File: src/rtl/kbd_pkg.sv
// Shared constants and types for the keyboard event path: scancode prefixes,
// codes the decoder swallows, and the layout of one queued key event.
package kbd_pkg;

    localparam logic [7:0] KBD_PFX_EXT   = 8'hE0;
    localparam logic [7:0] KBD_PFX_REL   = 8'hF0;
    localparam logic [7:0] KBD_PFX_PAUSE = 8'hE1;

    localparam logic [2:0] KBD_PAUSE_LEN = 3'd7;

    // Controller status/acknowledge bytes that never describe a key.
    localparam int         KBD_DROP_N = 6;
    localparam logic [7:0] KBD_DROP_CODES [KBD_DROP_N] =
        '{8'h00, 8'hAA, 8'hEE, 8'hFA, 8'hFE, 8'hFF};

    localparam int KBD_ENTRY_W  = 10;
    localparam int KBD_REL_BIT  = 9;
    localparam int KBD_EXT_BIT  = 8;
    localparam int KBD_CODE_LSB = 0;

    typedef struct packed {
        logic       rel;
        logic       ext;
        logic [7:0] code;
    } kbd_entry_t;

    function automatic logic kbd_is_drop(input logic [7:0] b);
        logic hit;
        hit = 1'b0;
        for (int i = 0; i < KBD_DROP_N; i++) begin
            if (b == KBD_DROP_CODES[i]) hit = 1'b1;
        end
        return hit;
    endfunction

endpackage

File: src/rtl/kbd_fifo.sv
// Synchronous show-ahead FIFO: the head entry is held in a register so the
// output is valid from reset and presents the next entry one cycle after a pop.
module kbd_fifo #(
    parameter int DEPTH = 16,
    parameter int AW    = 4,
    parameter int W     = 10
) (
    input  logic          clock,
    input  logic          reset_n,
    input  logic          push,
    input  logic          pop,
    input  logic          clr,
    input  logic [W-1:0]  wdata,
    output logic [W-1:0]  rdata,
    output logic          valid,
    output logic [AW:0]   count,
    output logic          overflow
);

    localparam logic [AW:0] FULL_CNT = (AW+1)'(DEPTH);
    localparam logic [AW:0] ONE_CNT  = (AW+1)'(1);

    logic [W-1:0]  mem [DEPTH];
    logic [AW-1:0] wr_ptr, rd_ptr, rd_nxt;
    logic          empty, full, do_push, do_pop, drop;

    assign empty   = (count == '0);
    assign full    = (count == FULL_CNT);
    assign do_pop  = pop && !empty;
    // A full FIFO still accepts a push when the head leaves in the same cycle.
    assign do_push = push && (!full || do_pop);
    assign drop    = push && full && !do_pop;
    assign rd_nxt  = rd_ptr + AW'(1);
    assign valid   = !empty;

    // NOTE: storage is deliberately left out of reset; only pointers and count define its contents.
    always_ff @(posedge clock) begin
        if (do_push && !clr) mem[wr_ptr] <= wdata;
    end

    // NOTE: all sequential state uses non-blocking assignments so every read sees pre-edge values.
    always_ff @(posedge clock or negedge reset_n) begin
        if (!reset_n) begin
            wr_ptr   <= '0;
            rd_ptr   <= '0;
            count    <= '0;
            overflow <= 1'b0;
            rdata    <= '0;
        end else if (clr) begin
            wr_ptr   <= '0;
            rd_ptr   <= '0;
            count    <= '0;
            overflow <= 1'b0;
        end else begin
            if (do_push) wr_ptr <= wr_ptr + AW'(1);
            if (do_pop)  rd_ptr <= rd_nxt;
            case ({do_push, do_pop})
                2'b10:   count <= count + ONE_CNT;
                2'b01:   count <= count - ONE_CNT;
                default: count <= count;
            endcase
            if (drop) overflow <= 1'b1;

            if (do_pop) begin
                if (count != ONE_CNT)  rdata <= mem[rd_nxt];
                else if (do_push)      rdata <= wdata;
            end else if (do_push && empty) begin
                rdata <= wdata;
            end
        end
    end

endmodule

File: src/rtl/kbd_buffer.sv
// Folds set-2 scancode prefixes (E0/F0/E1 pause) into single key events and
// queues them for the CPU in a show-ahead FIFO.
module kbd_buffer
    import kbd_pkg::*;
#(
    parameter int DEPTH = 16,
    parameter int AW    = 4
) (
    input  logic          clock,
    input  logic          reset_n,
    input  logic [7:0]    ps2_data,
    input  logic          ps2_hit,
    input  logic          pop,
    input  logic          clr,
    output logic [7:0]    q_code,
    output logic          q_rel,
    output logic          q_ext,
    output logic          valid,
    output logic [AW:0]   count,
    output logic          overflow
);

    logic       ext_f, rel_f;
    logic [2:0] pause_cnt;
    logic       in_pause, is_prefix, ev_push;
    kbd_entry_t ev;
    logic [KBD_ENTRY_W-1:0] head;

    assign in_pause  = (pause_cnt != 3'd0);
    assign is_prefix = (ps2_data == KBD_PFX_EXT) || (ps2_data == KBD_PFX_REL) ||
                       (ps2_data == KBD_PFX_PAUSE);

    // The pause key's trailing bytes are opaque; only the last one yields an event.
    assign ev_push = ps2_hit && (in_pause ? (pause_cnt == 3'd1)
                                          : !(is_prefix || kbd_is_drop(ps2_data)));

    // NOTE: every output of this block is assigned on every path, so no latch is inferred.
    always_comb begin
        ev = '{rel: rel_f, ext: ext_f, code: ps2_data};
        if (in_pause) ev = '{rel: 1'b0, ext: 1'b1, code: KBD_PFX_PAUSE};
    end

    always_ff @(posedge clock or negedge reset_n) begin
        if (!reset_n) begin
            ext_f     <= 1'b0;
            rel_f     <= 1'b0;
            pause_cnt <= '0;
        end else if (clr) begin
            ext_f     <= 1'b0;
            rel_f     <= 1'b0;
            pause_cnt <= '0;
        end else if (ps2_hit) begin
            if (in_pause) begin
                pause_cnt <= pause_cnt - 3'd1;
            end else if (ps2_data == KBD_PFX_EXT) begin
                ext_f <= 1'b1;
            end else if (ps2_data == KBD_PFX_REL) begin
                rel_f <= 1'b1;
            end else begin
                if (ps2_data == KBD_PFX_PAUSE) pause_cnt <= KBD_PAUSE_LEN;
                ext_f <= 1'b0;
                rel_f <= 1'b0;
            end
        end
    end

    kbd_fifo #(
        .DEPTH (DEPTH),
        .AW    (AW),
        .W     (KBD_ENTRY_W)
    ) u_fifo (
        .clock    (clock),
        .reset_n  (reset_n),
        .push     (ev_push),
        .pop      (pop),
        .clr      (clr),
        .wdata    (ev),
        .rdata    (head),
        .valid    (valid),
        .count    (count),
        .overflow (overflow)
    );

    assign q_code = head[KBD_CODE_LSB +: 8];
    assign q_rel  = head[KBD_REL_BIT];
    assign q_ext  = head[KBD_EXT_BIT];

endmodule

File: config.mk
export PLATFORM = sky130hd
export DESIGN_NAME = kbd_buffer
export DESIGN_NICKNAME = d
export VERILOG_FILES = /design/src/rtl/kbd_pkg.sv /design/src/rtl/kbd_fifo.sv /design/src/rtl/kbd_buffer.sv
export SDC_FILE = /design/constraint.sdc
export NUM_CORES = 1
export LEC_CHECK = 0
export ABC_AREA = 1
export CAP_MARGIN = 20
export CORE_ASPECT_RATIO = 0.8
export CORE_MARGIN = 2
export CORE_UTILIZATION = 45
export CTS_CLUSTER_SIZE = 8
export DETAILED_ROUTE_END_ITERATION = 6
export SYNTH_ARGS = -nofsm -noshare
export SYNTH_HDL_FRONTEND = slang
export SYNTH_HIERARCHICAL = 1
export SYNTH_SLANG_ARGS = --single-unit
File: constraint.sdc
create_clock -name clock -period 7.3 [get_ports clock]
set_clock_uncertainty 0.05 [all_clocks]
set_input_delay 1.095 -clock clock [delete_from_list [all_inputs] [get_ports clock]]
set_output_delay 1.095 -clock clock [all_outputs]
set_load 0.05 [all_outputs]
# Yosys cells after proc, flatten, opt, wreduce, memory -nomap -nowiden
# Memory sizes are Yosys's and may differ from the RTL's.
# Index checks and enable logic that the tools add are counted.
dict set report word_totals {
  word_cells 102
  regBits 29
  latchBits 0
  in_bits 13
  memories 1
  mem_bits_rw 160
  rom_bits 0
  out_inout_bits 17
}
dict set report classes {
  addsub 5
  n_shift 0
  n_div 0
  eq_ne 19
  n_reduce_logical 30
  bitwise 1
  multipliers 0
  mux 38
  n_lt_le_gt_ge 0
}
# name depth word_bits rd rd_clocked_by_memory_dff write_ports line_no
set mem_list {}
lappend mem_list {u_fifo.mem 16 10 1 0 1 kbd_fifo.sv:23} ;# logic [W-1:0] mem [DEPTH];
# operator n
set ops {}
lappend ops {{$eq A8 B8 Y1 const B} 8}
lappend ops {{$mux W10} 5}
lappend ops {{$mux W1} 21}
lappend ops {{$mux W3} 6}
lappend ops {{$mux W4} 4}
lappend ops {{$pmux W5 S2} 1}
lappend ops {{$reduce_bool A2 Y1} 5}
lappend ops {{$ne A3 B3 Y1 const B} 3}
lappend ops {{$reduce_and A3 Y1} 3}
lappend ops {{$reduce_bool A3 Y1} 3}
lappend ops {{$add A4 B1 Y4 const B} 2}
lappend ops {{$logic_not A8 Y1} 1}
lappend ops {{$logic_and A1 B1 Y1} 7}
lappend ops {{$add A5 B1 Y5 const B} 1}
lappend ops {{$eq A5 B5 Y1 const B} 1}
lappend ops {{$logic_not A1 Y1} 5}
lappend ops {{$logic_not A5 Y1} 1}
lappend ops {{$mux W5} 1}
lappend ops {{$ne A5 B1 Y1 const B} 1}
lappend ops {{$sub A5 B1 Y5 const B} 1}
lappend ops {{$logic_or A1 B1 Y1} 4}
lappend ops {{$ne A2 B2 Y1 const B} 2}
lappend ops {{$reduce_and A4 Y1} 1}
lappend ops {{$eq A3 B1 Y1 const B} 1}
lappend ops {{5 further kinds} 5}

# Depth between registers and ports, before layout
# Gate-level depths: netlist of run 1.
dict set report logic_depth {
  depth_word 15
  depth_mapped 14
  ltp_nobuf 14
}

# Cells and area by module
# The synthesis of run 1 kept the hierarchy.
# mod cells_each area_per_inst_um2 instances seq_area_each_um2
set modules_own_cells {}
lappend modules_own_cells {kbd_fifo 858 8391.8 1 5405.2}
lappend modules_own_cells {kbd_buffer 89 564.3 1 125.1}

# Least setup slack after synthesis of run 1
# OpenSTA, ideal clock, no wires.
dict set report synth_path {
  kind {input to register}
  start {in ps2_data[1]}
  end {mem u_fifo.mem[13][0] (enable)}
  path_slack_ns 3.850
  required_time_ns 6.860
  path_stages 11
  arrival_ns 3.010
  setup_ns 0.390
  path_buffers 0
  cell_sequence {inv_1 nor2_1 nand2_1 nor2_1 nor2_1 nand4_1 a21oi_1 o21ai_4 nor2_1 inv_1 nor3_1}
}
dict set report synth_via {
  elab_chain_len 15
}
# item line_no
set synth_rtl {}
lappend synth_rtl {{start: declaration} kbd_buffer.sv:11} ;# input logic [7:0] ps2_data,
lappend synth_rtl {{$logic_not A8 Y1} kbd_pkg.sv:31} ;# if (b == KBD_DROP_CODES[i]) hit = 1'b1;
lappend synth_rtl {{$mux W1 (6 in a row)} kbd_pkg.sv:31}
lappend synth_rtl {{$logic_or A1 B1 Y1 (*)} kbd_buffer.sv:35} ;# : !(is_prefix || kbd_is_drop(ps2_data)));
lappend synth_rtl {{$logic_not A1 Y1 (*)} kbd_buffer.sv:35}
lappend synth_rtl {{$mux W1 (*)} kbd_buffer.sv:34} ;# assign ev_push = ps2_hit && (in_pause ? (pause_cnt == 3'd1)
lappend synth_rtl {{$logic_and A1 B1 Y1 (*)} kbd_buffer.sv:34}
lappend synth_rtl {{via ev_push} kbd_buffer.sv:25} ;# logic in_pause, is_prefix, ev_push;
lappend synth_rtl {{$logic_and A1 B1 Y1 (*)} kbd_fifo.sv:31} ;# assign do_push = push && (!full || do_pop);
lappend synth_rtl {{$logic_and A1 B1 Y1 (*)} kbd_fifo.sv:38} ;# if (do_push && !clr) mem[wr_ptr] <= wdata;
lappend synth_rtl {{$mux W1 (*)} kbd_fifo.sv:38}
lappend synth_rtl {{$mux W1 (implied by the code) (*)} kbd_fifo.sv:38}
lappend synth_rtl {{end: declaration} kbd_fifo.sv:23}
# The timed path passes the listed nets; every way through them passes the cells marked *.

# Final worst setup path of run 1
dict set report layout_path {
  start {in ps2_data[2]}
  end {mem u_fifo.mem[12][5] (enable)}
}
# The elaborated chain is that of the path after synthesis.

==> reports/results.txt, run 1 <==
Fin. max-slew vios - 0
Leakage - 4.41 nW
Initial antenna violation count - 0
Routed wire per std cell - 16.5 um
Final core occ - 0.516
Area growth syn-to-layout - 13.5%
Worst vdd ir - 0.219 mV
CP startpoint kind - primary input
Max Fanout on Critical Path - 10
Total Routed Length - 20.7 mm
Most used DFF post-synth - edfxtp_1
Uppermost layer routed - met4
DRT met1 WL - 9.75 mm
Multi-input logic area - 2710 um2
Vias per inst - 4.91
Full die area - 21100 um2
Min cycle time layout - 3900 ps
GRT overflow - 0
P per Cell Area - 363 nW/um2
# setup viols final - 0
Cts repair resizes - 0
Layout fillers - 1837
Core Area - 19700 um2
Nature of the critical path endpoint - flip-flop
Cells after Synth - 947
Setup tns final - 0 ps
H-tree lvl count - 4
Clk buf depth - 2
# diodes - 0
Share of cells above drive strength 1 - 0.0997
Final hold vios - 0
Post-Syn Area - 8960 um2
DRT iter0 DRCs - 625
Setup Buffers After CTS - 0
First-pass GRT wire length - 32.4 mm
Hold Path Class - flip-flop to flip-flop
Met3 wire length - 1.40 mm
Die Span Y - 130 um
Flops & latches, synth - 189
Top cells by area, synth - edfxtp_1 54%, nand2_1 14%, dfrtp_1 8.1%, nand3_1 6.8%, inv_1 5.7%
Cell taking the most area after synthesis - edfxtp_1
Fmax - 256 MHz
Largest net degree at the start of global routing - 53
Max_cap viols - 0
Vias - 6168
Worst Path Arrival - 3910 ps
Top cells by count, synth - 330 x nand2_1, 160 x edfxtp_1, 136 x inv_1
Detailed Routing Iterations Pass 1 - 7
Starting Density - 0.455
Row count - 46
Crit Path Category - primary input to flip-flop
Fraction of registers with async set/reset - 0.153
Rel. slew slack - 0.289
Io pins - 30
Clk sinks - 189
Hold path start - u_fifo/rdata[6]$_DFFE_PN0P_
Vias in the first global route - 5887
CTS Hold Buffers Added - 0
Hpwl dp - 13.2 mm
Worst slew pin tran - 1060 ps
Final layout net count - 1005
Global placer's final weighted congestion - 0.911
CTS Buf Count - 17
Reg2reg start - u_fifo/rd_ptr[0]$_DFFE_PN0P_
Global-route usage over all layers - 0.208
RSZ-0062 raised after global routing - false
Number of flops mapped to enable cells by yosys - 160
Avg Cell Area, Syn - 9.46 um2
Clk root buf - clkbuf_16
CTS tree - done
Sequential area share after synthesis - 0.617
Number of remaining DRC errors - 0
Skew-Pair Late Insertion Delay - 430 ps
WHS - 430 ps
Status - completed
Final setup margin - 3400 ps
Detail Route met2 WL - 9.30 mm
Worst Setup SP - ps2_data[2]
Post-synth cell types - 33
Synth warnings - 6
Storage element area - 5530 um2
Final ANT Viol Nets - 0
R2r setup slk - 3800 ps
WP data required - 7300 ps
Die width - 162 um
Top-count cell post-synth - nand2_1
Port Buf Inserts - 29
Net Count, Synth - 972
Period utilization - 0.535
Clock transition at path regs - 70 ps
Pre-CTS setup slack - 3010 ps
Post-synth top area share - 0.536
placed cells by master (no fill, tap or decap), drive strengths merged, types with 2 or more instances in the layout:
master         netlist  final
inv                143    147
o211ai               2      2
clkbuf              14     23
xnor2                2      2
or2                  5      5
nor3                16     16
edfxtp             160    160
xor2                 7      7
clkdlybuf4s50        0     29
nand4                2      2
dfrtp               29     29
nand2              339    339
a21oi                4      4
buf                 24     23
ha                  12     12
clkinvlp             0      2
clkinv               0      3
nand3              123    123
nor2                46     46
o21ai               18     18
power by group:
part	total [mW]	internal [mW]	switching (mW)
registers	1.40	1.32	0.0773
logic	1.38	0.382	0.994
clock network	0.914	0.511	0.403
total	3.69	2.21	1.47
final timing paths:
path | cells past startpoint | end
worst max-delay path | 11 | u_fifo/mem[12][5]$_DFFE_PP_
worst min-delay path | 2 | u_fifo/rdata[6]$_DFFE_PN0P_
worst max register to register | 8 | u_fifo/rdata[6]$_DFFE_PN0P_
worst min register to register | 2 | u_fifo/rdata[6]$_DFFE_PN0P_
max in group asynchronous | 2 | u_fifo/rd_ptr[0]$_DFFE_PN0P_
min in group asynchronous | 2 | u_fifo/rdata[6]$_DFFE_PN0P_
area by class of cell:
class / count / area share
clock buffers: 23 / 0.0513
multi-input cells: 577 / 0.266
inverters: 143 / 0.0531
flip-flops and latches: 189 / 0.544
clock inverters: 9 / 0.00689
repair buffers: 52 / 0.0456
well taps: 264 / 0.0325
state kept, by name (all words and copies together) (netlist names):
name	flops
u_fifo/rdata	10
u_fifo/count	5
rel_f	1
pause_cnt	3
u_fifo/rd_ptr	4
u_fifo/mem	160
ext_f	1
u_fifo/overflow	1
u_fifo/wr_ptr	4
logic make-up after synthesis:
| kind of cell | count (synthesis) | share of synthesized area |
|---|---|---|
| adder cells (fa/ha/maj) | 12 | 0.0168 |
| buffers and inverters | 181 | 0.0812 |
| AND/OR/NAND/NOR | 531 | 0.259 |
| AO/OA/AOI/OAI | 25 | 0.0172 |
| XOR/XNOR | 9 | 0.00880 |
| flip-flops | 189 | 0.617 |
layer usage:
| metal | vias to the layer above | track usage |
|---|---|---|
| met1 | 2897 | 0.289 |
| met5 | - | 0 |
| li1 | 3090 | - |
| met3 | 23 | 0.0537 |
| met2 | 158 | 0.331 |
| met4 | 0 | 0.0500 |
worst max-delay path, cell delays in order:
cell	delay [ps]
clkdlybuf4s50_1	560
nor2_4	60
nand2_2	70
nor2_1	50
nor2_1	90
nand4_1	110
a21oi_1	490
o21ai_4	170
nor2_1	240
nand2_1	230
nor2_1	720
per-stage QoR:
| stage | instances | power, mW | cell area [um2] |
|---|---|---|---|
| after floorplan | 947 | 2.35 | 8960 |
| after global routing | 1257 | 3.90 | 10200 |
| final | 1257 | 3.69 | 10200 |
| after detailed placement | 1225 | 2.79 | 9570 |
| after global placement | 1225 | 2.78 | 9570 |
| after CTS | 1257 | 3.70 | 10200 |
(Power assumes the default switching activity.)
==> run 2, diff against run 1 <==
clock period = 3.5 ns   (was 7.3 ns; I/O delays follow)
==> run 2 against run 1 <==
- utilization rose by 0.28 points
- power rose by 110%
- cell count rose by 0.88%
- sequential cell count did not move
- critical path depth fell by 3
- sequential power rose by 100%
- via count rose by 1.6%
- global-route usage rose by 0.47 points
- die area did not move
- critical path type is now flip-flop to flip-flop
- critical endpoint is now u_fifo/rdata[6]$_DFFE_PN0P_
- worst setup slack got worse by 2800 ps
- clock power rose by 110%
- count of clock-buffer cells in the layout fell by 5
==> reports/results.txt, run 2 (synthesized netlist as in run 1, its figures left out) <==
Fin. max-slew vios - 0 (unchanged)
Cell Area, Placed - 9650 um2 (+0.78%)
Most used cell, CP - nand3_1
Clk sinks - 189 (unchanged)
Final layout net count - 1015 (+1.0%)
Die Span Y - 130 um (unchanged)
Global placer's final weighted congestion - 0.875 (-3.9%)
GRT overflow - 0 (unchanged)
Largest reg by FF count - u_fifo/mem
Largest net degree at the start of global routing - 50 (-5.7%)
Area growth syn-to-layout - 14.1%
Full die area - 21100 um2 (unchanged)
CP Cell Sequence - buf_4 > nand3_1 > xor2_1 > inv_1 > nand3_1 > nand3_1 > nand2_1 > nand2_1
Row count - 46 (unchanged)
Detailed Routing Iterations Pass 1 - 7 (unchanged)
Initial antenna violation count - 1 (+1)
R2r setup slk - 610 ps (-3190 ps)
Reg2reg start - u_fifo/rd_ptr[0]$_DFFE_PN0P_
Worst path top cell family by delay - buffers and inverters
Global-route usage over all layers - 0.212 (+0.00472)
Pre-CTS setup slack - 373 ps (-2630 ps)
Final hold vios - 0 (unchanged)
H-tree lvl count - 4 (unchanged)
Nature of the critical path endpoint - flip-flop
Commonest non-fill, non-tap cells in the layout - 330 x nand2_1, 160 x edfxtp_1, 136 x inv_1
Cts repair resizes - 0 (unchanged)
Die width - 162 um (unchanged)
Starting Density - 0.455 (unchanged)
Crit path buf inv count - 2 (+1)
Io pins - 30 (unchanged)
DRT iter0 DRCs - 535 (-14%)
Layout fillers - 1810 (-1.5%)
WP data required - 3780 ps (-3520 ps)
Worst slew pin tran - 972 ps (-88.8 ps)
Vias in the first global route - 5963 (+1.3%)
P per Cell Area - 754 nW/um2 (+110%)
Leakage - 4.45 nW (+0.85%)
First-pass GRT wire length - 33.2 mm (+2.5%)
Rel. slew slack - 0.350 (+0.0605)
Max FFs per register - 160 (unchanged)
Final ANT Viol Nets - 0 (unchanged)
Vias per inst - 4.94 (+0.76%)
CTS Hold Buffers Added - 0 (unchanged)
Min cycle time layout - 2890 ps
Vias - 6269 (+1.6%)
Share of cells above drive strength 1 - 0.107 (+0.00698)
Final core occ - 0.519 (+0.00280)
Core Area - 19700 um2 (unchanged)
Max_cap viols - 0 (unchanged)
Most common library cell in the layout ignoring fill and taps - nand2_1
Crit-path slowest cell - xor2_1
Final instance area - 10200 um2 (+0.54%)
Clk root buf - clkbuf_16
Setup tns final - 0 ps (unchanged)
Final setup margin - 608 ps (-2790 ps)
Clk buf depth - 2 (unchanged)
Routed wire per std cell - 16.6 um (+0.62%)
Hpwl dp - 13.6 mm (+2.7%)
CTS Buf Count - 17 (unchanged)
Post-layout total power - 7.70 mW (+110%)
Setup Buffers After CTS - 0 (unchanged)
RSZ-0062 raised after global routing - false
Worst path max stage delay - 780 ps (+60 ps)
R2r endpoint - u_fifo/rdata[6]$_DFFE_PN0P_
Worst Path Arrival - 3180 ps (-730 ps)
Top flop regs - u_fifo/mem x160, u_fifo/rdata x10, u_fifo/count x5
CTS tree - done
Clock transition at path regs - 70 ps (about the same)
Fmax - 346 MHz
Hold Path Class - primary input to asynchronous set/reset pin
Max Fanout on Critical Path - 41 (+31)
R2R depth - 8 (unchanged)
Crit Path Category - flip-flop to flip-flop
Skew-Pair Late Insertion Delay - 430 ps (about the same)
Period utilization - 0.826
Multi-input logic area - 2710 um2 (unchanged)
Port Buf Inserts - 29 (unchanged)
CP startpoint kind - flip-flop
Worst vdd ir - 0.374 mV (+71%)
Number of remaining DRC errors - 0 (unchanged)
Storage element area - 5530 um2 (unchanged)
# setup viols final - 0 (unchanged)
Total Routed Length - 21.0 mm (+1.5%)
Status - completed
run 2: stage by stage:
| stage | instances | hold slack, ps |
|---|---|---|
| floorplan | 947 | 179 |
| global placement | 1235 | 414 |
| detailed placement | 1235 | 415 |
| CTS | 1267 | 435 |
| global route | 1267 | 445 |
| finish | 1268 | 427 |
run 2: worst register-to-register path, cell delays in order, from the launching register on:
cell and delay [ps]:
dfrtp_2 390, buf_4 400, nand3_1 150, xor2_1 780, inv_1 400, nand3_1 320
nand3_1 160, nand2_1 90, nand2_1 40
run 2: power by group:
part	switching, mW	internal [mW]
registers	0.107	2.76
clock network	0.849	1.05
logic	2.11	0.824
run 2: cell type report:
cell class,instances,area share
clock buffer,18,0.0420
inverter,143,0.0528
antenna,1,0.000245
timing repair buffer,62,0.0527
sequential,189,0.541
clock inverter,14,0.0137
multi-input combinational,577,0.265
tap,264,0.0323
run 2: how the worst max path moves through the flow:
stage | start | end | depth (start not counted)
floorplan | ps2_data[1] | u_fifo/mem[13][0]$_DFFE_PP_ | 11
global placement | ps2_data[2] | u_fifo/mem[14][2]$_DFFE_PP_ | 13
detailed placement | ps2_data[2] | u_fifo/mem[6][1]$_DFFE_PP_ | 13
CTS | u_fifo/rd_ptr[0]$_DFFE_PN0P_ | u_fifo/rdata[6]$_DFFE_PN0P_ | 8
global route | u_fifo/rd_ptr[0]$_DFFE_PN0P_ | u_fifo/rdata[6]$_DFFE_PN0P_ | 8
finish | u_fifo/rd_ptr[0]$_DFFE_PN0P_ | u_fifo/rdata[6]$_DFFE_PN0P_ | 8
run 2: layer usage:
layer | routed length, um | global-route usage | vias up | share of wire
li1 | - | - | 3109 | -
met1 | 10000 | 0.305 | 2964 | 0.48
met2 | 9440 | 0.322 | 165 | 0.45
met3 | 1230 | 0.0521 | 31 | 0.058
met4 | 334 | 0.0651 | 0 | 0.016
met5 | 0 | 0 | - | 0
